<file path="config.mk">
export PLATFORM = sky130hd
export DESIGN_NAME = seq_alu
export DESIGN_NICKNAME = d
export VERILOG_FILES = /design/src/rtl/seq_alu.sv
export SDC_FILE = /design/constraint.sdc
export NUM_CORES = 1
export LEC_CHECK = 0
export ABC_AREA = 1
export CAP_MARGIN = 20
export CORE_MARGIN = 5
export CORE_UTILIZATION = 35
export DETAILED_ROUTE_END_ITERATION = 10
export GPL_TIMING_DRIVEN = 0
export PLACE_DENSITY = 0.51
export SYNTH_ARGS = -nofsm -noshare
export SYNTH_HDL_FRONTEND = slang
export SYNTH_SLANG_ARGS = --single-unit
</file>
<file path="constraint.sdc">
create_clock -name CLK -period 3.6 [get_ports CLK]
set_clock_uncertainty 0.1 [all_clocks]
set_input_delay 0.54 -clock CLK [delete_from_list [all_inputs] [get_ports CLK]]
set_output_delay 0.54 -clock CLK [all_outputs]
set_load 0.02 [all_outputs]
</file>
<file path="src/rtl/seq_alu.sv">
// Registered multi-cycle ALU with START/BUSY/DONE handshake and full flag set.
// Single-cycle ops complete one edge after accept; MUL is a WIDTH-step shift-add.
`timescale 1ns/1ps

module seq_alu #(
  parameter  int WIDTH = 8,
  localparam int SHW   = $clog2(WIDTH)
) (
  input  logic             CLK,
  input  logic             RESET_N,
  input  logic             START,
  input  logic [2:0]       SEL,
  input  logic [WIDTH-1:0] IN1,
  input  logic [WIDTH-1:0] IN2,
  output logic [WIDTH-1:0] OUT,
  output logic             ZERO,
  output logic             CARRY,
  output logic             NEG,
  output logic             OVF,
  output logic             BUSY,
  output logic             DONE
);

  typedef enum logic [1:0] {
    S_IDLE,
    S_EXEC,
    S_MULT
  } state_e;

  typedef enum logic [2:0] {
    OP_MOV = 3'b000,
    OP_ADD = 3'b001,
    OP_AND = 3'b010,
    OP_OR  = 3'b011,
    OP_SRL = 3'b100,
    OP_SLL = 3'b101,
    OP_SRA = 3'b110,
    OP_MUL = 3'b111
  } op_e;

  localparam logic [SHW-1:0] LAST_STEP = SHW'(WIDTH - 1);

  state_e             state_q;
  op_e                op_q;
  logic [WIDTH-1:0]   a_q;
  logic [WIDTH-1:0]   b_q;

  // Multiplier datapath: multiplicand shifts left, multiplier shifts right.
  logic [2*WIDTH-1:0] mcand_q;
  logic [WIDTH-1:0]   mplier_q;
  logic [2*WIDTH-1:0] acc_q;
  logic [SHW-1:0]     count_q;

  logic [SHW-1:0]     amt;
  logic [WIDTH:0]     sum;
  logic [WIDTH:0]     shr_ext;
  logic [WIDTH:0]     sra_ext;
  logic [WIDTH:0]     shl_ext;
  logic [WIDTH-1:0]   exec_res;
  logic               exec_carry;
  logic               exec_ovf;
  logic [2*WIDTH-1:0] prod_next;

  assign amt = b_q[SHW-1:0];

  // Shifts carry one guard bit so the last bit shifted out lands in a fixed
  // position; a zero shift amount leaves a zero there, giving CARRY=0.
  always_comb begin
    // NOTE: every always_comb output gets a default first so no path infers a latch.
    exec_res   = '0;
    exec_carry = 1'b0;
    exec_ovf   = 1'b0;
    sum        = {1'b0, a_q} + {1'b0, b_q};
    shr_ext    = {a_q, 1'b0} >> amt;
    sra_ext    = $unsigned($signed({a_q, 1'b0}) >>> amt);
    shl_ext    = {1'b0, a_q} << amt;
    prod_next  = acc_q + (mplier_q[0] ? mcand_q : '0);

    unique case (op_q)
      OP_MOV: exec_res = a_q;
      OP_ADD: begin
        exec_res   = sum[WIDTH-1:0];
        exec_carry = sum[WIDTH];
        exec_ovf   = (a_q[WIDTH-1] == b_q[WIDTH-1]) && (sum[WIDTH-1] != a_q[WIDTH-1]);
      end
      OP_AND: exec_res = a_q & b_q;
      OP_OR:  exec_res = a_q | b_q;
      OP_SRL: begin
        exec_res   = shr_ext[WIDTH:1];
        exec_carry = shr_ext[0];
      end
      OP_SLL: begin
        exec_res   = shl_ext[WIDTH-1:0];
        exec_carry = shl_ext[WIDTH];
      end
      OP_SRA: begin
        exec_res   = sra_ext[WIDTH:1];
        exec_carry = sra_ext[0];
      end
      default: exec_res = '0;
    endcase
  end

  always_ff @(posedge CLK or negedge RESET_N) begin
    if (!RESET_N) begin
      // NOTE: operand latches are reset too, so an aborted op leaves no stale state behind.
      state_q  <= S_IDLE;
      op_q     <= OP_MOV;
      a_q      <= '0;
      b_q      <= '0;
      mcand_q  <= '0;
      mplier_q <= '0;
      acc_q    <= '0;
      count_q  <= '0;
      OUT      <= '0;
      ZERO     <= 1'b1;
      CARRY    <= 1'b0;
      NEG      <= 1'b0;
      OVF      <= 1'b0;
      BUSY     <= 1'b0;
      DONE     <= 1'b0;
    end else begin
      // NOTE: state registers use non-blocking assignments so every update sees pre-edge values.
      DONE <= 1'b0;
      unique case (state_q)
        S_IDLE: begin
          if (START) begin
            op_q <= op_e'(SEL);
            a_q  <= IN1;
            b_q  <= IN2;
            BUSY <= 1'b1;
            if (SEL == OP_MUL) begin
              mcand_q  <= {{WIDTH{1'b0}}, IN1};
              mplier_q <= IN2;
              acc_q    <= '0;
              count_q  <= '0;
              state_q  <= S_MULT;
            end else begin
              state_q  <= S_EXEC;
            end
          end
        end
        S_EXEC: begin
          OUT     <= exec_res;
          ZERO    <= ~|exec_res;
          NEG     <= exec_res[WIDTH-1];
          CARRY   <= exec_carry;
          OVF     <= exec_ovf;
          DONE    <= 1'b1;
          BUSY    <= 1'b0;
          state_q <= S_IDLE;
        end
        S_MULT: begin
          acc_q    <= prod_next;
          mcand_q  <= mcand_q << 1;
          mplier_q <= mplier_q >> 1;
          count_q  <= count_q + 1'b1;
          if (count_q == LAST_STEP) begin
            OUT     <= prod_next[WIDTH-1:0];
            ZERO    <= ~|prod_next[WIDTH-1:0];
            NEG     <= prod_next[WIDTH-1];
            CARRY   <= 1'b0;
            OVF     <= |prod_next[2*WIDTH-1:WIDTH];
            DONE    <= 1'b1;
            BUSY    <= 1'b0;
            state_q <= S_IDLE;
          end
        end
        default: state_q <= S_IDLE;
      endcase
    end
  end

endmodule

</file>
==> results of run 1 <==
[flip-flops by register name, indices dropped and copies added (netlist names)]
| signal | cells |
|---|---|
| OVF | 1 |
| state_q | 2 |
| ZERO | 1 |
| op_q | 3 |
| OUT | 8 |
| b_q | 8 |
| mcand_q | 16 |
| acc_q | 16 |
| a_q | 8 |
| BUSY | 1 |
| count_q | 3 |
| mplier_q | 8 |
| DONE | 1 |
| CARRY | 1 |
[critical path, delay by kind of cell, from the launching register on]
family,cells,cell delay (ps)
adder cells (fa/ha/maj),2,480
buffers and inverters,3,800
AND/OR/NAND/NOR,13,1180
flip-flops,1,320
AO/OA/AOI/OAI,1,80
[layout by cell type (no fill, tap or decap), types with 2 or more instances in the layout]
cell type and instances:
a21oi_1 22, a31oi_1 12, and2_1 4, buf_2 10
buf_4 4, clkbuf_1 15, clkbuf_16 9, clkdlybuf4s50_1 34
dfrtp_1 76, fa_1 2, ha_1 38, inv_1 139
inv_2 2, inv_6 2, nand2_1 261, nand3_1 85
nand3b_1 5, nand4_1 9, nor2_1 70, nor3_1 3
o211ai_1 9, o21ai_0 47, o22a_1 2, o22ai_1 24
or2_2 4, xnor2_1 4, xor2_1 5
[cells by family after synthesis]
kind of cell	share of synthesized area [%]
buffers and inverters	11.8
DFF	33.5
and+or+nand+nor	32.3
adders and majority gates	8.96
xor gates and xnor gates	1.37
AOI/OAI and AO/OA	12.0
[routing by layer]
| metal | share of wire, % | global-route usage [%] | routed length, um | vias to the layer above |
|---|---|---|---|---|
| li1 | - | - | - | 2859 |
| met1 | 53 | 28.3 | 9220 | 2567 |
| met2 | 41 | 26.3 | 7170 | 122 |
| met3 | 4.7 | 4.38 | 816 | 6 |
| met4 | 0.56 | 2.76 | 97 | 0 |
| met5 | 0 | 0 | 0 | - |
[metrics by stage]
step           hold WS, ps  power [uW]  setup slack [ps]
5_1_grt                411        4960               206
2_1_floorplan          144        2840              1150
6_report               389        4540               520
3_5_place_dp           334        3600               493
4_1_cts                390        4570               474
3_3_place_gp           371        3590             -1030
[final cells by class]
type                    instances  area share (%)
flip-flops and latches         77            28.7
well taps                     216            4.02
clock buffers                  10            3.56
clock inverters                 5            1.01
plain buffers                  30            2.14
inverters                     142            7.94
repair buffers                 37            5.74
multi-input cells             615            46.9
[where the power goes]
group	internal, uW	total (uW)	switching, uW
registers	1120	1300	185
clock network	563	946	383
logic	818	2290	1470
total	2500	4540	2040
[how the worst min path moves through the flow]
stage	start	end	slack (ps)	cells after the start
6_report	CARRY	CARRY	390	2
5_1_grt	CARRY	CARRY	410	2
4_1_cts	CARRY	CARRY	390	2
3_5_place_dp	RESET_N	acc_q[12]	330	1
3_3_place_gp	CARRY	CARRY	370	2
2_1_floorplan	RESET_N	BUSY	140	0
==> results.txt, run 1 <==
Distinct cells, synth: 37
Area leader, netlist: dfrtp_1
TritonCTS clock tree: built
Final period demand of the worst path: 3080 ps
Postcts setup bufs: 0
Syn Area/Cell: 6.66 um2
Worst EP arrival: 3200 ps
Storage element area: 1930 um2
R2R depth: 19
GRT Total Usage: 18.3%
Syn Inst Count: 864
Setup TNS: 0 ps
Fill cell count: 1,770
Routed WL: 17,300 um
Status: completed
Crit-path max FO: 10
RR Endpoint: OVF
Num ports: 36
Slowest stage delay, CP: 400 ps
FF+latch count, synth: 77
Synth Cell Area: 5750 um2
Fin nets: 974
Ys flop type: dfrtp_1
Number of global-route vias before repair: 5,334
Net count after synthesis: 926
Initial Util: 36.0%
Most frequent cell after synthesis: nand2_1
DP Area: 6400 um2
Clk sinks: 77
Final cell utilization of the core: 42.0%
Number of diodes: 0
EDFF count, synth: 0
CTS Root Cell: clkbuf_16
FP Rows: 46
Yosys Warn Count: 0
Area Overhead vs Synth: 16.7%
H-tree depth: 3
Maximum vdd drop: 0.300 mV
Post-synth top cells: 261 x nand2_1, 139 x inv_1, 85 x nand3_1
Avg WL per Cell: 15.3 um
Largest cells by area after synthesis: dfrtp_1 33%, nand2_1 17%, inv_1 9.1%
Die height: 138 um
Post-DP HPWL: 14,100 um
Placed insts: 1,116
CP dominant cell by count: nand2_1
Leakage: 0.00353 uW
R2R Path Start: mplier_q[0]
CP Launch Point: mplier_q[0]
Antenna Violating Nets Remaining: 0
Routability cong.: 0.879
DRC violations left: 0
Drt pass-1 iters: 5
Final Non-Filler Cells: 1,132
CP Capture Type: flop
Hold buffers post-CTS: 1
Latest clock arrival within the worst-skew pair: 340 ps
Rel. slew slack: 51.4%
First-pass GRT wire length: 28,600 um
Seq/Total Area, Yosys: 33.5%
Clock-pin transition on the worst setup and hold timing paths: 60 ps
First-iteration detailed-routing DRC count: 339
Worst path cell trace: clkbuf_1 -> clkbuf_1 -> nand2_1 -> inv_1 -> ha_1 -> fa_1 -> nand3_1 -> nand2_1 -> nand2_1 -> nand2_1 -> nand2_1 -> nand2_1 -> nand2_1 -> nand2_1 -> nand2_1 -> nor2_1 -> nand2_1 -> nand2_1 -> a21oi_1
Slew Viols, Final: 0
Max_cap viols: 0
Crit path to: OVF
Ys async rst share: 100%
Total number of vias: 5,554
RSZ-0062 raised after global routing: false
Hold/Removal Path Class: flop to flop
Pwr dens: 676 nW/um2
Initial antenna violation count: 0
Port Buffer Count: 35
Post-CTS sizing: 0
R2r setup slk: 520 ps
Clock buffer count from CTS: 9
Final period util: 85.6%
Core outline area: 16,000 um2
CTS max path bufs: 2
Drt via density: 4.91
Startpoint types: flop
Slowest-stage cell, CP: clkbuf_1
Fraction of final layout cells sized beyond drive strength 1: 4.37%
Total gr overflow: 0
Final hold vios: 0
Die extent in x: 138 um
Worst slew pin tran: 725 ps
Final instance area: 6720 um2
Footprint of the multi-input gates: 3150 um2
Largest net degree at the start of global routing: 63
Finish-stage setup viols: 0
Die area: 19,100 um2
Peak Freq: 325 MHz
WS Path Type: flop to flop
Synth top area share: 33.1%
Critical Path RT: 3720 ps
Power figures use the tool's default switching activity.
==> inputs of run 2 (changes only) <==
Settings changed: MAX_ROUTING_LAYER set to met4.
==> run 2 against run 1 <==
Via count is 0.22% lower. Die area unchanged. Wire length barely moved. Register-to-register slack hardly changed. First-iteration DRC count decreased by 5.6%. Global-route usage grew 0.57 points. Combinational power about the same. Sequential cell count unchanged. Worst setup slack worse by 2.0 ps. Critical endpoint unchanged. Highest routed layer unchanged.
==> results.txt, run 2 (synthesis gave the netlist of run 1 again) <==
Most common cell after layout, fill and taps aside: nand2_1
Number of diodes: 0
Worst path cell trace: clkbuf_1 -> clkbuf_1 -> nand2_1 -> inv_1 -> ha_1 -> fa_1 -> nand3_1 -> nand2_1 -> nand2_1 -> nand2_1 -> nand2_1 -> nand2_1 -> nand2_1 -> nand2_1 -> nand2_1 -> nor2_1 -> nand2_1 -> nand2_1 -> a21oi_1
Leakage: 0.00353 uW
Post-CTS sizing: 0
Area Overhead vs Synth: 16.7%
Final hold vios: 0
Hold/Removal Path Class: flop to flop
Maximum vdd drop: 0.300 mV
Number of global-route vias before repair: 5,339
Rel. slew slack: 53.6%
Pre-CTS setup slack: 493 ps
Fill cell count: 1,770
Core outline area: 16,000 um2
Critical Path RT: 3720 ps
Most frequent cells in the layout: 261 x nand2_1, 139 x inv_1, 85 x nand3_1, 76 x dfrtp_1, 70 x nor2_1
Initial antenna violation count: 0
Avg WL per Cell: 15.3 um
Pwr dens: 675 nW/um2
Die height: 138 um
Clock-pin transition on the worst setup and hold timing paths: 60 ps
R2R Path Start: mplier_q[0]
Num ports: 36
Routability cong.: 0.893
Antenna Violating Nets Remaining: 0
Drt via density: 4.90
First-pass GRT wire length: 28,500 um
R2r setup slk: 520 ps
Hold Crit Endpoint: CARRY
Final period util: 85.6%
Final worst slack: 518 ps
Startpoint types: flop
Setup TNS: 0 ps
FP Rows: 46
H-tree depth: 3
Slowest stage delay, CP: 400 ps
RSZ-0062 raised after global routing: false
Hold Crit Depth: 2
TritonCTS clock tree: built
DRC violations left: 0
Die area: 19,100 um2
Slew Viols, Final: 0
Final period demand of the worst path: 3080 ps
Routed WL: 17,300 um
Largest net degree at the start of global routing: 63
Port Buffer Count: 35
Fraction of final layout cells sized beyond drive strength 1: 4.37%
Initial Util: 36.0%
Clock buffer count from CTS: 9
Drt pass-1 iters: 5
Total gr overflow: 0
First-iteration detailed-routing DRC count: 320
Hold buffers post-CTS: 1
Max_cap viols: 0
Latest clock arrival within the worst-skew pair: 340 ps
R2R depth: 19
Footprint of the multi-input gates: 3150 um2
Worst EP arrival: 3200 ps
Worst slew pin tran: 692 ps
Biggest regs: acc_q (16), mcand_q (16)
Slowest-stage cell, CP: clkbuf_1
WS Path Type: flop to flop
CP dominant cell by count: nand2_1
PnR Total Power: 4530 uW
Total number of vias: 5,542
Fin nets: 974
Finish-stage setup viols: 0
Post-DP HPWL: 14,100 um
Status: completed
Peak Freq: 324 MHz
Crit-path max FO: 10
Postcts setup bufs: 0
CP Capture Type: flop
Clk sinks: 77
RR Endpoint: OVF
CTS Root Cell: clkbuf_16
Hold_sp: CARRY
Storage element area: 1930 um2
Die extent in x: 138 um
GRT Total Usage: 18.9%
CTS max path bufs: 2
==> run 2: cell counts in the layout (fill, tap and decap cells not counted) <==
Identical to the previous run, type by type.
==> run 2: metrics by stage <==
step	cells	hold WS (ps)	utilization, %	cell area, um2
final	1132	389	42.0	6720
after global routing	1132	411	42.0	6720
after floorplan	864	144	-	5750
after CTS	1132	390	42.0	6720
after global placement	1115	371	39.8	6370
after detailed placement	1116	334	40.0	6400
==> run 2: routing by layer <==
metal  up-vias  routed length [um]  track usage [%]
met5         -                   0                -
met4         0                 102             2.81
met3         7                 831             4.03
met2       119                7160             26.3
met1      2558                9190             28.5
li1       2858                   -                -
==> run 2: cell type report <==
class                           instances  share of cell area (%)
Tap cell                              216                    4.02
Clock buffer                           10                    3.56
Timing Repair Buffer                   37                    5.74
Clock inverter                          5                    1.01
Buffer                                 30                    2.14
Inverter                              142                    7.94
Multi-Input combinational cell        615                    46.9
Sequential cell                        77                    28.7
==> run 2: worst max-delay path: cells and delay by family, from the launching register on <==
| kind | cells | cell delay (ps) |
|---|---|---|
| flip-flops | 1 | 320 |
| buffers and inverters | 3 | 800 |
| AO/OA/AOI/OAI | 1 | 80 |
| adder cells (fa/ha/maj) | 2 | 480 |
| AND/OR/NAND/NOR | 13 | 1180 |
==> run 2: worst max path at each step <==
stage	start	end	slack, ps
after global routing	mplier_q[0]	OVF	210
after floorplan	mplier_q[0]	OVF	1150
after detailed placement	mplier_q[0]	OVF	490
after CTS	mplier_q[0]	OVF	470
final	mplier_q[0]	OVF	520
after global placement	RESET_N	b_q[0]	-1030
==> run 2: where the power goes <==
| part | switching (uW) | internal, uW | total (uW) |
|---|---|---|---|
| Clock | 384 | 563 | 948 |
| Sequential | 185 | 1120 | 1300 |
| Combinational | 1470 | 818 | 2290 |
| Total | 2040 | 2500 | 4530 |
